`src/rtl/airi5c_prebuf_hw_fifo.sv`:
```
// airi5c_prebuf_hw_fifo
// Halfword-granular prefetch buffer between instruction fetch and decode.
// Fetch writes whole words; decode sees a combinational two-halfword window
// starting at any halfword position and consumes 0, 1 or 2 halfwords a cycle.
// Optional feature macro: AIRI5C_PREBUF_ERR_EN (per-entry fetch bus error bit).
module airi5c_prebuf_hw_fifo #(
    parameter int FIFO_DEPTH = 4,
    parameter int HW_WIDTH   = 16
) (
    input  logic                              clk_i,
    input  logic                              rstn_i,
    input  logic                              clear_i,
    input  logic                              we_i,
    input  logic [2*HW_WIDTH-1:0]             data_i,
`ifdef AIRI5C_PREBUF_ERR_EN
    input  logic                              err_i,
    output logic [1:0]                        err_o,
`endif
    output logic                              free_o,
    input  logic [1:0]                        consume_i,
    output logic [2*HW_WIDTH-1:0]             data_o,
    output logic [1:0]                        hw_avail_o,
    output logic [$clog2(2*FIFO_DEPTH):0]     level_o,
    output logic                              hfull_o
);

    localparam int AW  = $clog2(FIFO_DEPTH);   // entry index width
    localparam int WPW = AW + 1;               // word pointer width
    localparam int RPW = AW + 2;               // halfword pointer / level width

    logic [WPW-1:0]        r_wr_ptr;
    logic [RPW-1:0]        r_rd_ptr;
    logic [2*HW_WIDTH-1:0] r_mem [FIFO_DEPTH];

    logic [RPW-1:0]        w_level;
    logic                  w_free;
    logic [1:0]            w_avail;
    logic [1:0]            w_req;
    logic [1:0]            w_n;
    logic                  w_wr_en;
    logic [AW:0]           w_hw0;
    logic [AW:0]           w_hw1;
    logic [2*HW_WIDTH-1:0] w_word0;
    logic [2*HW_WIDTH-1:0] w_word1;
    logic [HW_WIDTH-1:0]   w_lane0;
    logic [HW_WIDTH-1:0]   w_lane1;

    // Select one halfword lane of a stored word.
    function automatic logic [HW_WIDTH-1:0] pick_lane(input logic [2*HW_WIDTH-1:0] word,
                                                      input logic hi);
        return hi ? word[2*HW_WIDTH-1:HW_WIDTH] : word[HW_WIDTH-1:0];
    endfunction

    // Fill level and flow-control flags from the pre-edge pointers.
    assign w_level = {r_wr_ptr, 1'b0} - r_rd_ptr;
    assign w_free  = (w_level <= RPW'(2*FIFO_DEPTH-2));
    assign w_avail = (w_level >= RPW'(2)) ? 2'd2 : w_level[1:0];
    assign w_req   = (consume_i == 2'd3) ? 2'd2 : consume_i;
    assign w_n     = (w_req > w_avail) ? w_avail : w_req;
    assign w_wr_en = we_i && w_free && !clear_i;

    assign free_o     = w_free;
    assign hw_avail_o = w_avail;
    assign level_o    = w_level;
    assign hfull_o    = (w_level >= RPW'(FIFO_DEPTH));

    // Halfword positions of the two window lanes; the +1 wraps entry D-1 -> 0.
    assign w_hw0   = r_rd_ptr[AW:0];
    assign w_hw1   = w_hw0 + 1'b1;
    assign w_word0 = r_mem[w_hw0[AW:1]];
    assign w_word1 = r_mem[w_hw1[AW:1]];

    // Build the window, forcing lanes beyond the valid count to zero.
    always_comb begin
        // NOTE: every always_comb output gets a default first so no path can infer a latch.
        w_lane0 = '0;
        w_lane1 = '0;
        if (w_avail != 2'd0) w_lane0 = pick_lane(w_word0, w_hw0[0]);
        if (w_avail == 2'd2) w_lane1 = pick_lane(w_word1, w_hw1[0]);
    end

    assign data_o = {w_lane1, w_lane0};

    // Pointer update: clear dominates, otherwise write and consume both apply.
    always_ff @(posedge clk_i or negedge rstn_i) begin
        // NOTE: sequential state uses non-blocking assignments so all flops sample pre-edge values.
        if (!rstn_i) begin
            r_wr_ptr <= '0;
            r_rd_ptr <= '0;
        end else if (clear_i) begin
            r_wr_ptr <= '0;
            r_rd_ptr <= '0;
        end else begin
            if (w_wr_en) r_wr_ptr <= r_wr_ptr + 1'b1;
            r_rd_ptr <= r_rd_ptr + RPW'(w_n);
        end
    end

    // Word storage write port.
    always_ff @(posedge clk_i) begin
        // NOTE: the array has no reset; the pointers alone define which entries are valid.
        if (w_wr_en) r_mem[r_wr_ptr[AW-1:0]] <= data_i;
    end

`ifdef AIRI5C_PREBUF_ERR_EN
    logic r_err [FIFO_DEPTH];

    // One bus-error bit stored alongside each word.
    always_ff @(posedge clk_i) begin
        if (w_wr_en) r_err[r_wr_ptr[AW-1:0]] <= err_i;
    end

    assign err_o[0] = (w_avail != 2'd0) && r_err[w_hw0[AW:1]];
    assign err_o[1] = (w_avail == 2'd2) && r_err[w_hw1[AW:1]];
`endif

endmodule

```
`config.mk`:
```
export PLATFORM = sky130hd
export DESIGN_NAME = airi5c_prebuf_hw_fifo
export DESIGN_NICKNAME = d
export VERILOG_FILES = /design/src/rtl/airi5c_prebuf_hw_fifo.sv
export SDC_FILE = /design/constraint.sdc
export NUM_CORES = 1
export LEC_CHECK = 0
export BUFFER_PORTS_ARGS = -buffer_cell sky130_fd_sc_hd__buf_2
export CAP_MARGIN = 20
export CELL_PAD_IN_SITES_DETAIL_PLACEMENT = 0
export CELL_PAD_IN_SITES_GLOBAL_PLACEMENT = 1
export CORE_ASPECT_RATIO = 0.5
export CORE_MARGIN = 5
export CORE_UTILIZATION = 40
export DETAILED_ROUTE_END_ITERATION = 7
export PLACE_DENSITY = 0.73
export SYNTH_ARGS = -nofsm -noshare
export SYNTH_HDL_FRONTEND = slang
export SYNTH_SLANG_ARGS = --single-unit
```
`constraint.sdc`:
```
create_clock -name clk_i -period 8.94 [get_ports clk_i]
set_input_delay 1.788 -clock clk_i [delete_from_list [all_inputs] [get_ports clk_i]]
set_output_delay 1.788 -clock clk_i [all_outputs]
set_load 0.02 [all_outputs]
```
## After elaboration in Yosys (flattened, before gate mapping)

Memories as Yosys holds them, arrays and structs flattened.
Cells that the tools add are included.

| word-level totals | value |
|---|---|
| bits in registers | 7 |
| memory bits (writable) | 128 |
| logic and storage cells | 30 |
| memories | 1 |

Memories:

| memory | depth | width | read ports | clocked after memory_dff | write ports | RTL line | text |
|---|---|---|---|---|---|---|---|
| r_mem | 4 | 32 | 2 | 0 | 1 | 33 | `logic [2*HW_WIDTH-1:0] r_mem [FIFO_DEPTH];` |

| operators by class | value |
|---|---|
| add/sub/neg operators | 4 |
| order comparisons | 4 |
| equal/unequal tests | 2 |
| muxes and demuxes | 12 |
| reduce and logical (&&, ||, !) cells | 5 |

Operators by type and width:

| kind | number |
|---|---|
| 16-bit two-way mux | 4 |
| 3-bit by 1-bit adder with 3-bit output, second input constant | 2 |
| 2-bit two-way mux | 3 |
| 3-bit two-way mux | 2 |
| 4-bit by 2-bit adder with 4-bit output | 1 |
| 2-bit == test, second input constant | 2 |
| 4-bit by 2-bit greater-or-equal comparator with 1-bit output, second input constant | 1 |
| 4-bit by 3-bit greater-or-equal comparator with 1-bit output, second input constant | 1 |
| 4-bit by 3-bit <= comparator with 1-bit output, second input constant | 1 |
| 4-bit two-way mux | 1 |
| 2-bit nonzero test | 2 |
| 4-bit subtractor | 1 |
| 2-bit > comparator | 1 |
| 1-bit logical AND | 2 |
| 1-bit two-way mux | 2 |
| 1-bit zero test | 1 |

## Longest topological paths before layout

| depth | value |
|---|---|
| depth in word-level cells | 7 |
| depth in mapped cells | 20 |

## Worst setup path before layout

Ideal clock, no wire load.

| path | value |
|---|---|
| kind | register -> output |
| start | register r_rd_ptr[2] |
| end | output port data_o[10] |
| data arrival time | 2.732 ns |
| slack | 4.420 ns |
| cell stages (with the launch flop) | 9 |
| buffers on the path | 3 |
| cells stage by stage | dfrtp_1 -> buf_4 -> buf_1 -> inv_1 -> ha_1 -> xnor2_1 -> nor4_4 -> buf_2 -> nor3_1 |

| on the way | value |
|---|---|
| cells in the longest elaborated chain, start to end | 5 |
| elaborated cells between the ends (all ways) | 7 |
| classes of those cells | add/sub: 1; order compare: 1; mux: 3; reduce/logical: 1; memory: 1 |

RTL lines:

| element | RTL line | text |
|---|---|---|
| from (decl) | 32 | `logic [RPW-1:0] r_rd_ptr;` |
| from (signal assigned) | 95 | `r_rd_ptr <= r_rd_ptr + RPW'(w_n);` |
| 4-bit subtractor | 55 | `assign w_level = {r_wr_ptr, 1'b0} - r_rd_ptr;` |
| via level_o[2] | 23 | `output logic [$clog2(2*FIFO_DEPTH):0] level_o,` |
| 4-bit by 2-bit greater-or-equal comparator with 1-bit output | 57 | `assign w_avail = (w_level >= RPW'(2)) ? 2'd2 : w_level[1:0];` |
| 2-bit two-way mux | 57 |  |
| 2-bit nonzero test | 78 | `if (w_avail != 2'd0) w_lane0 = pick_lane(w_word0, w_hw0[0]);` |
| 16-bit two-way mux | 78 |  |
| to (decl) | 21 | `output logic [2*HW_WIDTH-1:0] data_o,` |

The timed path passes the listed nets, and every way through them passes these cells.

## Worst setup path after layout

| path | value |
|---|---|
| start | register r_rd_ptr[0] |
| end | output port data_o[16] |

| on the way | value |
|---|---|
| cells in the longest elaborated chain, start to end | 5 |
| elaborated cells between the ends (all ways) | 8 |
| classes of those cells | add/sub: 2; order compare: 1; eq/ne: 1; mux: 3; memory: 1 |

RTL lines:

| element | RTL line | text |
|---|---|---|
| 4-bit subtractor | 55 |  |
| 4-bit by 2-bit greater-or-equal comparator with 1-bit output | 57 |  |
| 2-bit two-way mux | 57 |  |
| 2-bit == test | 79 | `if (w_avail == 2'd2) w_lane1 = pick_lane(w_word1, w_hw1[0]);` |
| 16-bit two-way mux (*) | 79 |  |

Mark *: on every way between the ends. The rest lies on a longest branch, timed or not.

==> metrics.csv <==
metric,value,unit
status,completed,
Seq cells post-synth,135,
RSZ-0062 raised after global routing,no,
leading area contributor after synthesis,edfxtp_1,
overflow left after global routing,0,
DIE AREA,19600,µm²
Clock Tree Buf Depth,2,
skew final,0.00936,ns
CP Data Required Time,7.15,ns
crit path kind,reg2out,
First-pass DRT Iterations,5,
worst skew pair latency,0.41,ns
Startpoint Class,flop,
post-route minimum period,5.53,ns
Slew headroom,32.5,%
layout cells sized above 1,29.8,%
Worst-path clk slew,0.06,ns
final worst slack,3.41,ns
Worst Tran Pin Value,1.01,ns
CTS H-tree depth,4,
antenna violations before repair,0,
dominant synthesized flop cell,edfxtp_1,
die width,193,µm
pre-CTS WS,3.82,ns
post-synthesis cell type count,37,
"commonest non-fill, non-tap cell in the layout",edfxtp_1,
largest net degree at the start of global routing,53,
"commonest cells after routing, fill and taps aside","128 x edfxtp_1, 77 x buf_2, 67 x nand2_1, 41 x nor2_1, 33 x mux2i_1",
Yosys warning total,0,
hold buffer count at cts,0,
max cap viols,0,
Slew Limit Fails,0,
detailed-route via count,4357,
DRT Wirelength,16900,µm
DRC Markers,0,
Syn Nets,522,
IO Pins,78,
GP Congestion,0.737,
number of global-route vias before repair,4526,
Nets,595,
CP arrival,3.74,ns
period utilization,61.8,%
# diodes,0,
DRT iter0 DRCs,334,
Hold Slack,0.565,ns
Layout area overhead,17.5,%
final setup violation count,0,
sequential area share after synthesis,60.1,%
Resize count post-CTS,0,
hold crit path type,reg2reg,
Core Region,16400,µm²
DR WL/cell,21.6,µm
"Hold Vio Cnt, Final",0,
CTS tree,built,
Synth top area share,57.5,%
gr usage total,17.8,%
root buffer cell,clkbuf_16,
initial core utilization,40.8,%
DRT antenna net count,0,
Placed Area,7270,µm²
number of setup buffers added after CTS,0,
CP Max Fanout,52,
mapped cell area,6690,µm²
site row count,33,
Buffers on Ports,77,
"EDFF count, synth",128,
chip height,101,µm
Inserted Clock Buffers,17,
Critical Path Sink Type,output port,
Clock Sinks,135,
Final Instance Area,7860,µm²
first-pass GRT wire length,25900,µm
Post-DP HPWL,10500,µm
fmax,181,MHz
Synth area leaders,"edfxtp_1 57%, mux4_2 11%, mux2i_1 4.9%",
Async SR Flop Fraction,5.19,%
total negative slack,0,ns
synthesized area per cell,14.3,µm²
Vias per Instance,5.58,
Syn Inst Count,469,
[synth_stat cells (all sizes together) (2+ instances only)]
library cell  number
a21oi              3
a32oi             32
and2               5
and3              17
buf               23
clkbuf            11
dfrtp              7
edfxtp           128
fa                 2
ha                13
inv               10
mux2               2
mux2i             33
mux4              32
nand2             67
nand2b             4
nor2              43
nor2b              4
nor3              16
nor4               3
xnor2              4
xor2               2
[per-layer routing]
metal / up-vias / routed length [µm] / GRT usage [%]
met5: - / 0 / 0
met4: 0 / 155 / 4.87
met3: 13 / 1000 / 4.51
met2: 150 / 8210 / 28.3
met1: 2248 / 7520 / 24.7
li1: 1946 / - / -
[cell type report]
type / count / area (µm²)
Timing Repair Buffer: 88 / 468
Tap cell: 227 / 284
Fill cell: 1447 / 8540
Multi-Input combinational cell: 290 / 2460
Clock inverter: 14 / 159
Clock buffer: 17 / 425
Sequential cell: 135 / 4020
Inverter: 10 / 37.5
[cells by family after synthesis]
kind of cell             Yosys count  share of synthesized area [%]
AO/OA/AOI/OAI                     37                           4.79
XOR/XNOR                           6                           1.07
adder cells (fa/ha/maj)           15                           3.03
buffers and inverters             44                           3.33
flip-flops                       135                           60.1
multiplexers                      67                           16.1
AND/OR/NAND/NOR                  165                           11.6
[path summary, 6_finish.rpt]
| check | start | to | slack [ns] | depth (start not counted) |
|---|---|---|---|---|
| worst max-delay path | r_rd_ptr[0] | data_o[16] | 3.41 | 8 |
| worst min-delay path | r_rd_ptr[3] | r_rd_ptr[3] | 0.57 | 2 |
| worst max register to register | r_rd_ptr[1] | r_rd_ptr[2] | 4.59 | 17 |
| worst min register to register | r_rd_ptr[3] | r_rd_ptr[3] | 0.57 | 2 |
| max in group asynchronous | rstn_i | r_rd_ptr[2] | 7.55 | 1 |
| min in group asynchronous | rstn_i | r_wr_ptr[2] | 1.21 | 1 |
[per-stage QoR]
step                std cells  utilization (%)
floorplan                 469                -
global placement          750             44.4
detailed placement        750             44.4
CTS                       781             47.9
global route              781             47.9
finish                    781             47.9
[critical path: stages (launching register included)]
cell and delay [ns]:
dfrtp_1 0.76, buf_4 0.31, ha_1 0.32, xor2_4 0.44
buf_4 0.67, mux2i_1 0.26, a32oi_1 0.08, and3_1 0.27
buf_2 0.16
[sequential cells by signal, summed over array words and instances (netlist names)]
signal,cells
r_rd_ptr,4
r_wr_ptr,3
r_mem,128
Power is left out: the tool's default activity adds up to more than one toggle a clock period on the data nets, which glitch-free logic cannot reach.
